### src/rtl/tw_mem_arbiter_if.sv
// tw_mem_arbiter_if: requester-side bus of the TW_MEM arbiter.
//  req/req_en/req_we[N_REQ], req_addr/req_din packed per requester (master drives)
//  grant/rvalid[N_REQ], shared rdata (slave drives)
interface tw_mem_arbiter_if #(
    parameter int N_REQ        = 3,
    parameter int TW_MEM_BITS  = 4,
    parameter int TW_MEM_WIDTH = 101
);
    logic [N_REQ-1:0]              req;
    logic [N_REQ-1:0]              grant;
    logic [N_REQ*TW_MEM_BITS-1:0]  req_addr;
    logic [N_REQ-1:0]              req_en;
    logic [N_REQ-1:0]              req_we;
    logic [N_REQ*TW_MEM_WIDTH-1:0] req_din;
    logic [TW_MEM_WIDTH-1:0]       rdata;
    logic [N_REQ-1:0]              rvalid;

    modport master (
        output req, req_addr, req_en, req_we, req_din,
        input  grant, rdata, rvalid
    );

    modport slave (
        input  req, req_addr, req_en, req_we, req_din,
        output grant, rdata, rvalid
    );
endinterface

### src/rtl/tw_mem_arbiter.sv
// tw_mem_arbiter: round-robin, transaction-locked arbiter sharing the single-port TW_MEM.
//  clk, rstn (sync, active-low); bus: requester interface (slave side);
//  violation: sticky flag for en from a non-owner;
//  mem_addr/mem_en/mem_we/mem_din/mem_clk to TW_MEM, mem_dout from TW_MEM (1-cycle read latency).
module tw_mem_arbiter #(
    parameter int N_REQ        = 3,
    parameter int TW_MEM_BITS  = 4,
    parameter int TW_MEM_WIDTH = 101,
    parameter int IDX_BITS     = $clog2(N_REQ)
) (
    input  logic                    clk,
    input  logic                    rstn,
    tw_mem_arbiter_if.slave         bus,
    output logic                    violation,
    output logic [TW_MEM_BITS-1:0]  mem_addr,
    output logic                    mem_en,
    output logic                    mem_we,
    output logic [TW_MEM_WIDTH-1:0] mem_din,
    input  logic [TW_MEM_WIDTH-1:0] mem_dout,
    output logic                    mem_clk
);
    typedef enum logic [1:0] {IDLE, GRANT, RELEASE} state_t;

    state_t              state, state_nx;
    logic [IDX_BITS-1:0] owner, last_owner, pick;
    logic                found;
    logic [N_REQ-1:0]    owner_hot, own_mask;

    assign mem_clk   = clk;
    assign bus.rdata = mem_dout;
    assign owner_hot = N_REQ'(1) << owner;
    assign own_mask  = (state == GRANT) ? owner_hot : '0;

    // First pending requester after the previous owner, wrapping around.
    always_comb begin
        found = 1'b0;
        pick  = '0;
        for (int k = 1; k <= N_REQ; k++) begin
            int idx;
            idx = (int'(last_owner) + k) % N_REQ;
            if (!found && bus.req[idx]) begin
                found = 1'b1;
                pick  = IDX_BITS'(idx);
            end
        end
    end

    // Owner's request dropping ends the transaction; its en that cycle is ignored.
    always_comb begin
        state_nx = state;
        mem_en   = 1'b0;
        mem_we   = 1'b0;
        mem_addr = '0;
        mem_din  = '0;
        case (state)
            IDLE:    state_nx = found ? GRANT : IDLE;
            GRANT: begin
                state_nx = bus.req[owner] ? GRANT : RELEASE;
                mem_en   = bus.req[owner] && bus.req_en[owner];
                mem_we   = mem_en && bus.req_we[owner];
                mem_addr = bus.req_addr[int'(owner)*TW_MEM_BITS +: TW_MEM_BITS];
                mem_din  = bus.req_din[int'(owner)*TW_MEM_WIDTH +: TW_MEM_WIDTH];
            end
            default: state_nx = IDLE;
        endcase
    end

    always_ff @(posedge clk) begin
        if (!rstn) begin
            state      <= IDLE;
            owner      <= '0;
            last_owner <= IDX_BITS'(N_REQ - 1);
            bus.grant  <= '0;
            bus.rvalid <= '0;
            violation  <= 1'b0;
        end else begin
            state      <= state_nx;
            bus.rvalid <= (mem_en && !mem_we) ? owner_hot : '0;
            violation  <= violation | (|(bus.req_en & ~own_mask));
            if (state == IDLE && found) begin
                owner     <= pick;
                bus.grant <= N_REQ'(1) << pick;
            end
            if (state == GRANT && !bus.req[owner]) begin
                bus.grant  <= '0;
                last_owner <= owner;
            end
        end
    end
endmodule
### src/flat_wrapper.sv
// flat-port wrapper written by rule: the top's interface ports become plain ports
module tw_mem_arbiter_flat 
#(
    parameter int N_REQ        = 3,
    parameter int TW_MEM_BITS  = 4,
    parameter int TW_MEM_WIDTH = 101,
    parameter int IDX_BITS     = $clog2(N_REQ)
)
  (clk, rstn, violation, mem_addr, mem_en, mem_we, mem_din, mem_dout, mem_clk, bus_req, bus_req_addr, bus_req_en, bus_req_we, bus_req_din, bus_grant, bus_rdata, bus_rvalid);
  tw_mem_arbiter_if #(.N_REQ(N_REQ), .TW_MEM_BITS(TW_MEM_BITS), .TW_MEM_WIDTH(TW_MEM_WIDTH)) bus_i ();
  input  logic clk;
  input  logic rstn;
  output logic violation;
  output logic [TW_MEM_BITS-1:0] mem_addr;
  output logic mem_en;
  output logic mem_we;
  output logic [TW_MEM_WIDTH-1:0] mem_din;
  input  logic [TW_MEM_WIDTH-1:0] mem_dout;
  output logic mem_clk;
  input wire logic [$bits(bus_i.req)-1:0] bus_req;
  input wire logic [$bits(bus_i.req_addr)-1:0] bus_req_addr;
  input wire logic [$bits(bus_i.req_en)-1:0] bus_req_en;
  input wire logic [$bits(bus_i.req_we)-1:0] bus_req_we;
  input wire logic [$bits(bus_i.req_din)-1:0] bus_req_din;
  output wire logic [$bits(bus_i.grant)-1:0] bus_grant;
  output wire logic [$bits(bus_i.rdata)-1:0] bus_rdata;
  output wire logic [$bits(bus_i.rvalid)-1:0] bus_rvalid;
  assign bus_i.req = bus_req;
  assign bus_i.req_addr = bus_req_addr;
  assign bus_i.req_en = bus_req_en;
  assign bus_i.req_we = bus_req_we;
  assign bus_i.req_din = bus_req_din;
  assign bus_grant = bus_i.grant;
  assign bus_rdata = bus_i.rdata;
  assign bus_rvalid = bus_i.rvalid;
  tw_mem_arbiter #(.N_REQ(N_REQ), .TW_MEM_BITS(TW_MEM_BITS), .TW_MEM_WIDTH(TW_MEM_WIDTH), .IDX_BITS(IDX_BITS)) u_core (.clk(clk), .rstn(rstn), .bus(bus_i), .violation(violation), .mem_addr(mem_addr), .mem_en(mem_en), .mem_we(mem_we), .mem_din(mem_din), .mem_dout(mem_dout), .mem_clk(mem_clk));
endmodule
### config.mk
export PLATFORM = sky130hd
export DESIGN_NAME = tw_mem_arbiter_flat
export DESIGN_NICKNAME = d
export VERILOG_FILES = /design/src/rtl/tw_mem_arbiter_if.sv /design/src/rtl/tw_mem_arbiter.sv /design/src/flat_wrapper.sv
export SDC_FILE = /design/constraint.sdc
export NUM_CORES = 1
export LEC_CHECK = 0
export BUFFER_PORTS_ARGS = -buffer_cell sky130_fd_sc_hd__buf_4
export CAP_MARGIN = 30
export CORE_AREA = 2 2 250 252
export CTS_BUF_LIST = sky130_fd_sc_hd__clkbuf_8 sky130_fd_sc_hd__clkbuf_16
export DETAILED_ROUTE_END_ITERATION = 7
export DIE_AREA = 0 0 252 254
export GPL_ROUTABILITY_DRIVEN = 0
export PLACE_DENSITY_LB_ADDON = 0.1
export SYNTH_ARGS = -nofsm -noshare
export SYNTH_HDL_FRONTEND = slang
export SYNTH_SLANG_ARGS = --single-unit
### constraint.sdc
create_clock -name clk -period 2.04 [get_ports clk]
set_input_delay 0 -clock clk [delete_from_list [all_inputs] [get_ports clk]]
set_output_delay 0 -clock clk [all_outputs]
set_load 0.02 [all_outputs]
# Word-level counts from Yosys, hierarchy flattened
# Cells that the tools add are included.
dict set report totals {
  ff_bits 13
  inputBits 427
}
dict set report op_classes {
  addsub 3
  multipliers 1
  div 3
  n_lt_le_gt_ge 4
  n_eq_ne 1
  shift 4
  n_mux 29
  n_bitwise 4
  n_reduce_logical 15
}
# op count
set op_table {}
lappend op_table {{$shiftx 303x32->101} 1}
lappend op_table {{$mux 101} 1}
lappend op_table {{$lt 32x4->1 const B} 3}
lappend op_table {{$mod 32x3->32 const B} 3}
lappend op_table {{$mux 1} 15}
lappend op_table {{$bmux 1 s2} 6}
lappend op_table {{$shiftx 12x5->4} 1}
lappend op_table {{$mul 2x7->9 const B} 1}
lappend op_table {{$mux 2} 4}
lappend op_table {{$logic_and 1x1->1} 7}
lappend op_table {{$add 2x2->3 const B} 2}
lappend op_table {{$shl 1x2->3 const A} 2}
lappend op_table {{$logic_not 1->1} 4}
lappend op_table {{$mux 4} 1}
lappend op_table {{$pmux 2 s2} 1}
lappend op_table {{$add 2x1->3 const B} 1}
lappend op_table {{$and 3x3->3} 1}
lappend op_table {{$lt 2x3->1 const B} 1}
lappend op_table {{$mux 3} 1}
lappend op_table {{$not 3->3} 1}
lappend op_table {{$reduce_or 3->1} 1}
lappend op_table {{$eq 2x1->1 const B} 1}
lappend op_table {{$logic_not 2->1} 1}
lappend op_table {{$reduce_and 2->1} 1}
lappend op_table {{other kinds (3)} 3}

# Logic depth before layout (Yosys ltp)
# Gate-level depths: netlist of the first run.
dict set report depth {
  word_depth 14
  mapped_depth 8
}

==> impl_metrics.json, run 1 <==
{
  "ys_ff_latch": 13,
  "worst_hold_slack_ns": 0.00000774,
  "maxCapViolations": 0,
  "peakVddDrop_mv": 0.302,
  "via_per_inst": 3.23,
  "clk_pin_slew_worst_paths_ns": 0.05,
  "cp_data_required_time_ns": 2.04,
  "slew_violations": 0,
  "slowest_stage": "dfxtp_4",
  "report.power.total_mw": 6.23,
  "vias": 5766,
  "synth_top_cell_by_area": "mux2i_1",
  "drc": 0,
  "reg2reg_from": "u_core.last_owner[0]$_SDFFE_PN0P_",
  "wirelength_mm": 29.4,
  "max_clock_freq_mhz": 509,
  "core_area_um2": 61300,
  "antenna_cells": 0,
  "pin_count": 643,
  "crit_family": "buffers and inverters",
  "synth_cell_type_count": 46,
  "tightest_slew_ns": 0.542,
  "ys_warn_count": 0,
  "first_pass_iters": 4,
  "finalSetupViolCount": 0,
  "critPathBufInv": 4,
  "dieWidth_um": 252,
  "ant_nets": 0,
  "first_iter_violations": 210,
  "synth_nets": 1098,
  "ys.flop_type": "dfxtp_1",
  "fin_crit_sh_pct": 96.3,
  "grt_usage_pct": 8.18,
  "die_area_um2": 64000,
  "die_y_um": 254,
  "postSynth.asyncResetShare_pct": 0,
  "nets": 1425,
  "status": "finished clean",
  "dp_hpwl_mm": 23.2,
  "synth_edf_count": 0,
  "netlist_area_um2": 4230,
  "place_area_um2": 7830,
  "grt_pass1_vias": 5815,
  "crit_start": "u_core.owner[0]$_SDFFE_PN0P_",
  "finalHoldViolations": 0,
  "rows": 91,
  "area_delta_synth_final_pct": 93.8,
  "grt_max_degree": 60,
  "start_util_pct": 6.90,
  "power.leakage_nw": 3.68,
  "worstSetupPathType": "flop to output port",
  "synthTopCellsByCount": "216 x nor2_1, 113 x mux2i_1, 109 x a21oi_1, 102 x buf_4, 20 x clkbuf_1",
  "stdcell_area_um2": 8190,
  "start_kind": "flop",
  "drive_gt1_share_pct": 50.5,
  "hold_start": "mem_dout[63]",
  "wl_per_cell_um": 16.5,
  "crit_path_cell_trace": "buf_4, buf_16, buf_16, mux2i_1, nor2_1, a21oi_1, nor2_1, buf_4",
  "portBuffers": 440,
  "antenna_found_initial": 0,
  "critPathMaxFanout": 16,
  "crit_arrival_ns": 1.96,
  "min_period_ns": 1.96,
  "synth_top_area_share_pct": 26.8,
  "syn-instance-count": 667,
  "ys_seq_area_share_pct": 6.16,
  "clock_latency_ns": 0.36,
  "tritoncts": "yes",
  "synth.most_common_cell": "nor2_1",
  "synth_area_per_cell_um2": 6.34,
  "crit_path_end_kind": "output port",
  "p_per_area_nw_per_um2": 761,
  "grt_overflow": 0,
  "relSlewSlack_pct": 63.9,
  "yosys-top-cells-area": "mux2i_1 27%, nor2_1 19%, buf_4 18%",
  "hold_path.class": "input port to output port",
  "skew_ns": 0.00177,
  "grt_pass1_wl_mm": 39.3,
  "slowest_delay_ns": 0.40
}
## kinds of logic after synthesis
| kind of cell | count (synthesis) | synth area share (%) |
|---|---|---|
| buffers and inverters | 158 | 23.6 |
| adders and majority gates | 4 | 1.18 |
| DFF | 13 | 6.16 |
| AOI/OAI and AO/OA | 127 | 17.2 |
| and+or+nand+nor | 250 | 24.5 |
| muxes | 115 | 27.4 |
## sequential cells by signal, indices dropped and copies added, names as in the netlist
register	cells
u_core.violation	1
u_core.bus.grant	3
u_core.bus.rvalid	3
u_core.last_owner	2
u_core.owner	2
u_core.state	2
## repair_timing
action / CTS / global route
hold endpoints to repair: 6 / 0
setup endpoints to repair: 18 / 21
hold buffers: 2 / 0
gates resized for setup: 7 / 13
gates cloned: 0 / 2
buffers inserted: 0 / 5
## worst paths after layout
check	end	slack (ns)	depth (start not counted)
hold reg to reg	u_core.violation$_SDFF_PN0_	0.48	1
hold / removal	bus_rdata[63]	0.000008	0
setup / recovery	mem_din[92]	0.08	8
setup reg to reg	u_core.bus.grant[0]$_SDFFE_PP0P_	0.13	7
## placed cells by master (no fill, tap or decap), types with 2 or more instances in the layout
cell type / n
inv_2: 2
mux2i_1: 110
buf_6: 2
clkbuf_16: 8
ha_1: 2
buf_16: 3
buf_12: 5
inv_1: 3
nand2b_1: 2
dfxtp_4: 2
and2_1: 2
a2bb2oi_1: 2
nor2_1: 215
dfxtp_1: 10
o31a_1: 2
mux2i_2: 2
a21oi_1: 108
nand2_1: 6
nor3b_1: 3
and3_1: 4
nor2b_1: 3
buf_4: 459
dlygate4sd3_1: 2
## cell type report
cell class              instances  area (um2)
well taps                     790         988
multi-input cells             496        3040
clock buffers                   7         158
fillers                      7179       53100
flip-flops and latches         13         269
inverters                       4        15.0
clock inverters                 1        3.75
repair buffers                472        3710
## metrics by stage
step | setup TNS (ns) | std cells | util, % | setup WS [ns]
5_1_grt | -0.000480 | 1783 | 13.4 | -0.000480
2_1_floorplan | 0 | 667 | - | 0.101
6_report | 0 | 1783 | 13.4 | 0.0759
3_3_place_gp | 0 | 1767 | 12.8 | 0.0312
4_1_cts | -0.00287 | 1776 | 13.1 | -0.00287
3_5_place_dp | 0 | 1767 | 12.8 | 0.0529
## power by group
group	switching (mW)	internal, mW	leakage [nW]
logic	2.89	2.25	3.49
clock network	0.200	0.534	0.0841
registers	0.0647	0.303	0.107
## routing by layer
metal | share of wire (%) | wire (um) | track usage, %
met4 | 2.7 | 784 | 2.33
met5 | 0 | 0 | 0
met3 | 7.9 | 2320 | 2.66
met1 | 36 | 10500 | 8.44
met2 | 54 | 15800 | 15.6
Power figures use the tool's default switching activity.
==> run 2, diff against run 1 <==
--- a/config.mk
+++ b/config.mk
@@ -5,12 +5,13 @@
 export SDC_FILE = /design/constraint.sdc
 export NUM_CORES = 1
 export LEC_CHECK = 0
+export ABC_AREA = 1
 export BUFFER_PORTS_ARGS = -buffer_cell sky130_fd_sc_hd__buf_4
 export CAP_MARGIN = 30
-export CORE_AREA = 2 2 250 252
+export CORE_AREA = 2 2 252 254
 export CTS_BUF_LIST = sky130_fd_sc_hd__clkbuf_8 sky130_fd_sc_hd__clkbuf_16
 export DETAILED_ROUTE_END_ITERATION = 7
-export DIE_AREA = 0 0 252 254
+export DIE_AREA = 0 0 254 256
 export GPL_ROUTABILITY_DRIVEN = 0
 export PLACE_DENSITY_LB_ADDON = 0.1
 export SYNTH_ARGS = -nofsm -noshare
==> impl_metrics.json, run 2 <==
{
  "status": "finished clean",
  "wirelength_mm": 31.0,
  "report.power.total_mw": 8.72,
  "wl_per_cell_um": 15.6,
  "dp_slack_ns": -0.0111,
  "max_clock_freq_mhz": 519,
  "die_y_um": 256,
  "area_delta_synth_final_pct": 102,
  "cp_data_required_time_ns": 2.04,
  "dp_cells": 1955,
  "netlist_area_um2": 4020,
  "ys_ff_latch": 13,
  "vias": 6384,
  "syn-instance-count": 804,
  "tightest_slew_ns": 0.467,
  "synth_top_cell_by_area": "nand2_1",
  "skew_ns": 0.00209,
  "yosys-top-cells-area": "nand2_1 31%, nand3_1 22%, buf_4 20%",
  "die_area_um2": 65000,
  "synth_area_per_cell_um2": 5.00,
  "dp_hpwl_mm": 23.7,
  "clock_latency_ns": 0.36,
  "synth_nets": 1235,
  "synth.most_common_cell": "nand2_1",
  "min_period_ns": 1.93,
  "slew_violations": 0,
  "start_kind": "flop",
  "grt_usage_pct": 8.67,
  "nets": 1565,
  "fin_ws_ns": 0.114,
  "p_per_area_nw_per_um2": 1070,
  "first_iter_violations": 239,
  "rows": 92,
  "synth_top_area_share_pct": 30.8,
  "reg.largest.list": "u_core.bus.grant (3), u_core.bus.rvalid (3)",
  "ant_nets": 0,
  "final_common_cell": "buf_4",
  "antenna_found_initial": 3,
  "core_area_um2": 62400,
  "clk_pin_slew_worst_paths_ns": 0.05,
  "ys_warn_count": 0,
  "first_pass_iters": 5,
  "tritoncts": "yes",
  "peakVddDrop_mv": 0.482,
  "grt_pass1_wl_mm": 42.3,
  "postSynth.asyncResetShare_pct": 0,
  "multi_input_area_um2": 2550,
  "ys_seq_area_share_pct": 6.47,
  "crit_arrival_ns": 1.93,
  "dieWidth_um": 254,
  "portBuffers": 440,
  "finalSetupViolCount": 0,
  "critPathMaxFanout": 29,
  "synth_edf_count": 0,
  "fin_crit_sh_pct": 94.4,
  "drc": 0,
  "synth_cell_type_count": 26,
  "n_fill_cell": 7433,
  "place_area_um2": 7650,
  "maxCapViolations": 0,
  "final_cell_count_no_fill": 1981,
  "regArea_um2": 268,
  "ys.flop_type": "dfxtp_1",
  "worstSetupPathType": "flop to output port",
  "power.leakage_nw": 4.26,
  "pin_count": 643,
  "hold_path.class": "input port to output port",
  "via_per_inst": 3.22,
  "grt_max_degree": 88,
  "grt_overflow": 0,
  "crit_path_end_kind": "output port",
  "finalHoldViolations": 0,
  "start_util_pct": 6.45,
  "final_cell_mix": "452 x buf_4, 330 x nand2_1, 175 x nand3_1",
  "grt_pass1_vias": 6466,
  "drive_gt1_share_pct": 43.5,
  "synthTopCellsByCount": "330 x nand2_1, 175 x nand3_1, 105 x buf_4, 68 x inv_1, 21 x buf_2",
  "stdcell_area_um2": 8130,
  "relSlewSlack_pct": 68.9
}
[run 2: changes by cell type in the layout (fill, tap and decap cells not counted), moves of 65 or more]
cell	previous run	this run
mux2i_1	110	0
nor2_1	215	11
a21oi_1	108	8
inv_1	3	68
nand3_1	1	175
nand2_1	6	330
[run 2: final cells by class]
| type | count | area share (%) |
|---|---|---|
| Antenna cell | 2 | 0.0616 |
| Clock buffer | 7 | 1.94 |
| Clock inverter | 1 | 0.0616 |
| Inverter | 71 | 3.31 |
| Multi-Input combinational cell | 569 | 31.4 |
| Sequential cell | 13 | 3.29 |
| Tap cell | 846 | 13.0 |
| Timing Repair Buffer | 472 | 46.9 |
[run 2: cell families (layout without fill, tap and decap cells)]
logic type / Yosys count / count (layout) / synth area share [%]
flip-flops: 13 / 13 / 6.47
other: 0 / 2 / 0
buffers and inverters: 222 / 551 / 31.2
AND/OR/NAND/NOR: 528 / 528 / 55.5
AO/OA/AOI/OAI: 37 / 37 / 5.57
adder cells (fa/ha/maj): 4 / 4 / 1.24
[run 2: final timing paths]
path,to,start,cells after the start,slack (ns)
max reg2reg,u_core.owner[1]$_SDFFE_PN0P_,u_core.last_owner[1]$_SDFFE_PN1P_,11,0.18
min,bus_rdata[77],mem_dout[77],0,0.000008
min reg2reg,u_core.bus.grant[0]$_SDFFE_PP0P_,u_core.bus.grant[0]$_SDFFE_PP0P_,2,0.47
max,mem_din[41],u_core.state[0]$_SDFF_PN0_,8,0.11
[run 2: critical path, cell delays in order (launching register included)]
cell	delay (ns)
dfxtp_1	0.33
inv_1	0.07
nor2_4	0.20
nand2_1	0.17
inv_4	0.18
buf_12	0.21
nand2_1	0.15
nand3_1	0.10
buf_4	0.14
[run 2: metrics by stage]
stage                     setup TNS (ns)  utilization [%]  hold slack [ns]
after floorplan                        0                -            0.113
after global placement           -0.0438             12.3         0.000137
after detailed placement         -0.0284             12.3         0.000137
after CTS                              0             12.8         0.000137
after global routing            -0.00289             13.0        0.0000344
final                                  0             13.0       0.00000774
[run 2: per-layer routing]
layer | track usage, % | vias up | routed length [um]
met2 | 16.0 | 383 | 15700
met4 | 2.43 | 4 | 698
met1 | 9.06 | 2847 | 11100
met3 | 3.19 | 49 | 3400
li1 | - | 3101 | -
met5 | 0.677 | - | 72
[run 2: what timing repair did]
item / 4_1_cts / 5_1_grt
setup endpoints to repair: 20 / 52
hold endpoints to repair: 3 / 0
buffers inserted: 4 / 4
pin swaps: 2 / 2
cloned: 3 / 2
gates resized for setup: 3 / 6
hold buffers: 4 / 0
[run 2: power by group]
group | leakage [nW] | total, mW | switching, mW | internal, mW
logic | 4.07 | 7.59 | 4.61 | 2.98
clock network | 0.0827 | 0.732 | 0.196 | 0.536
registers | 0.108 | 0.395 | 0.0660 | 0.329
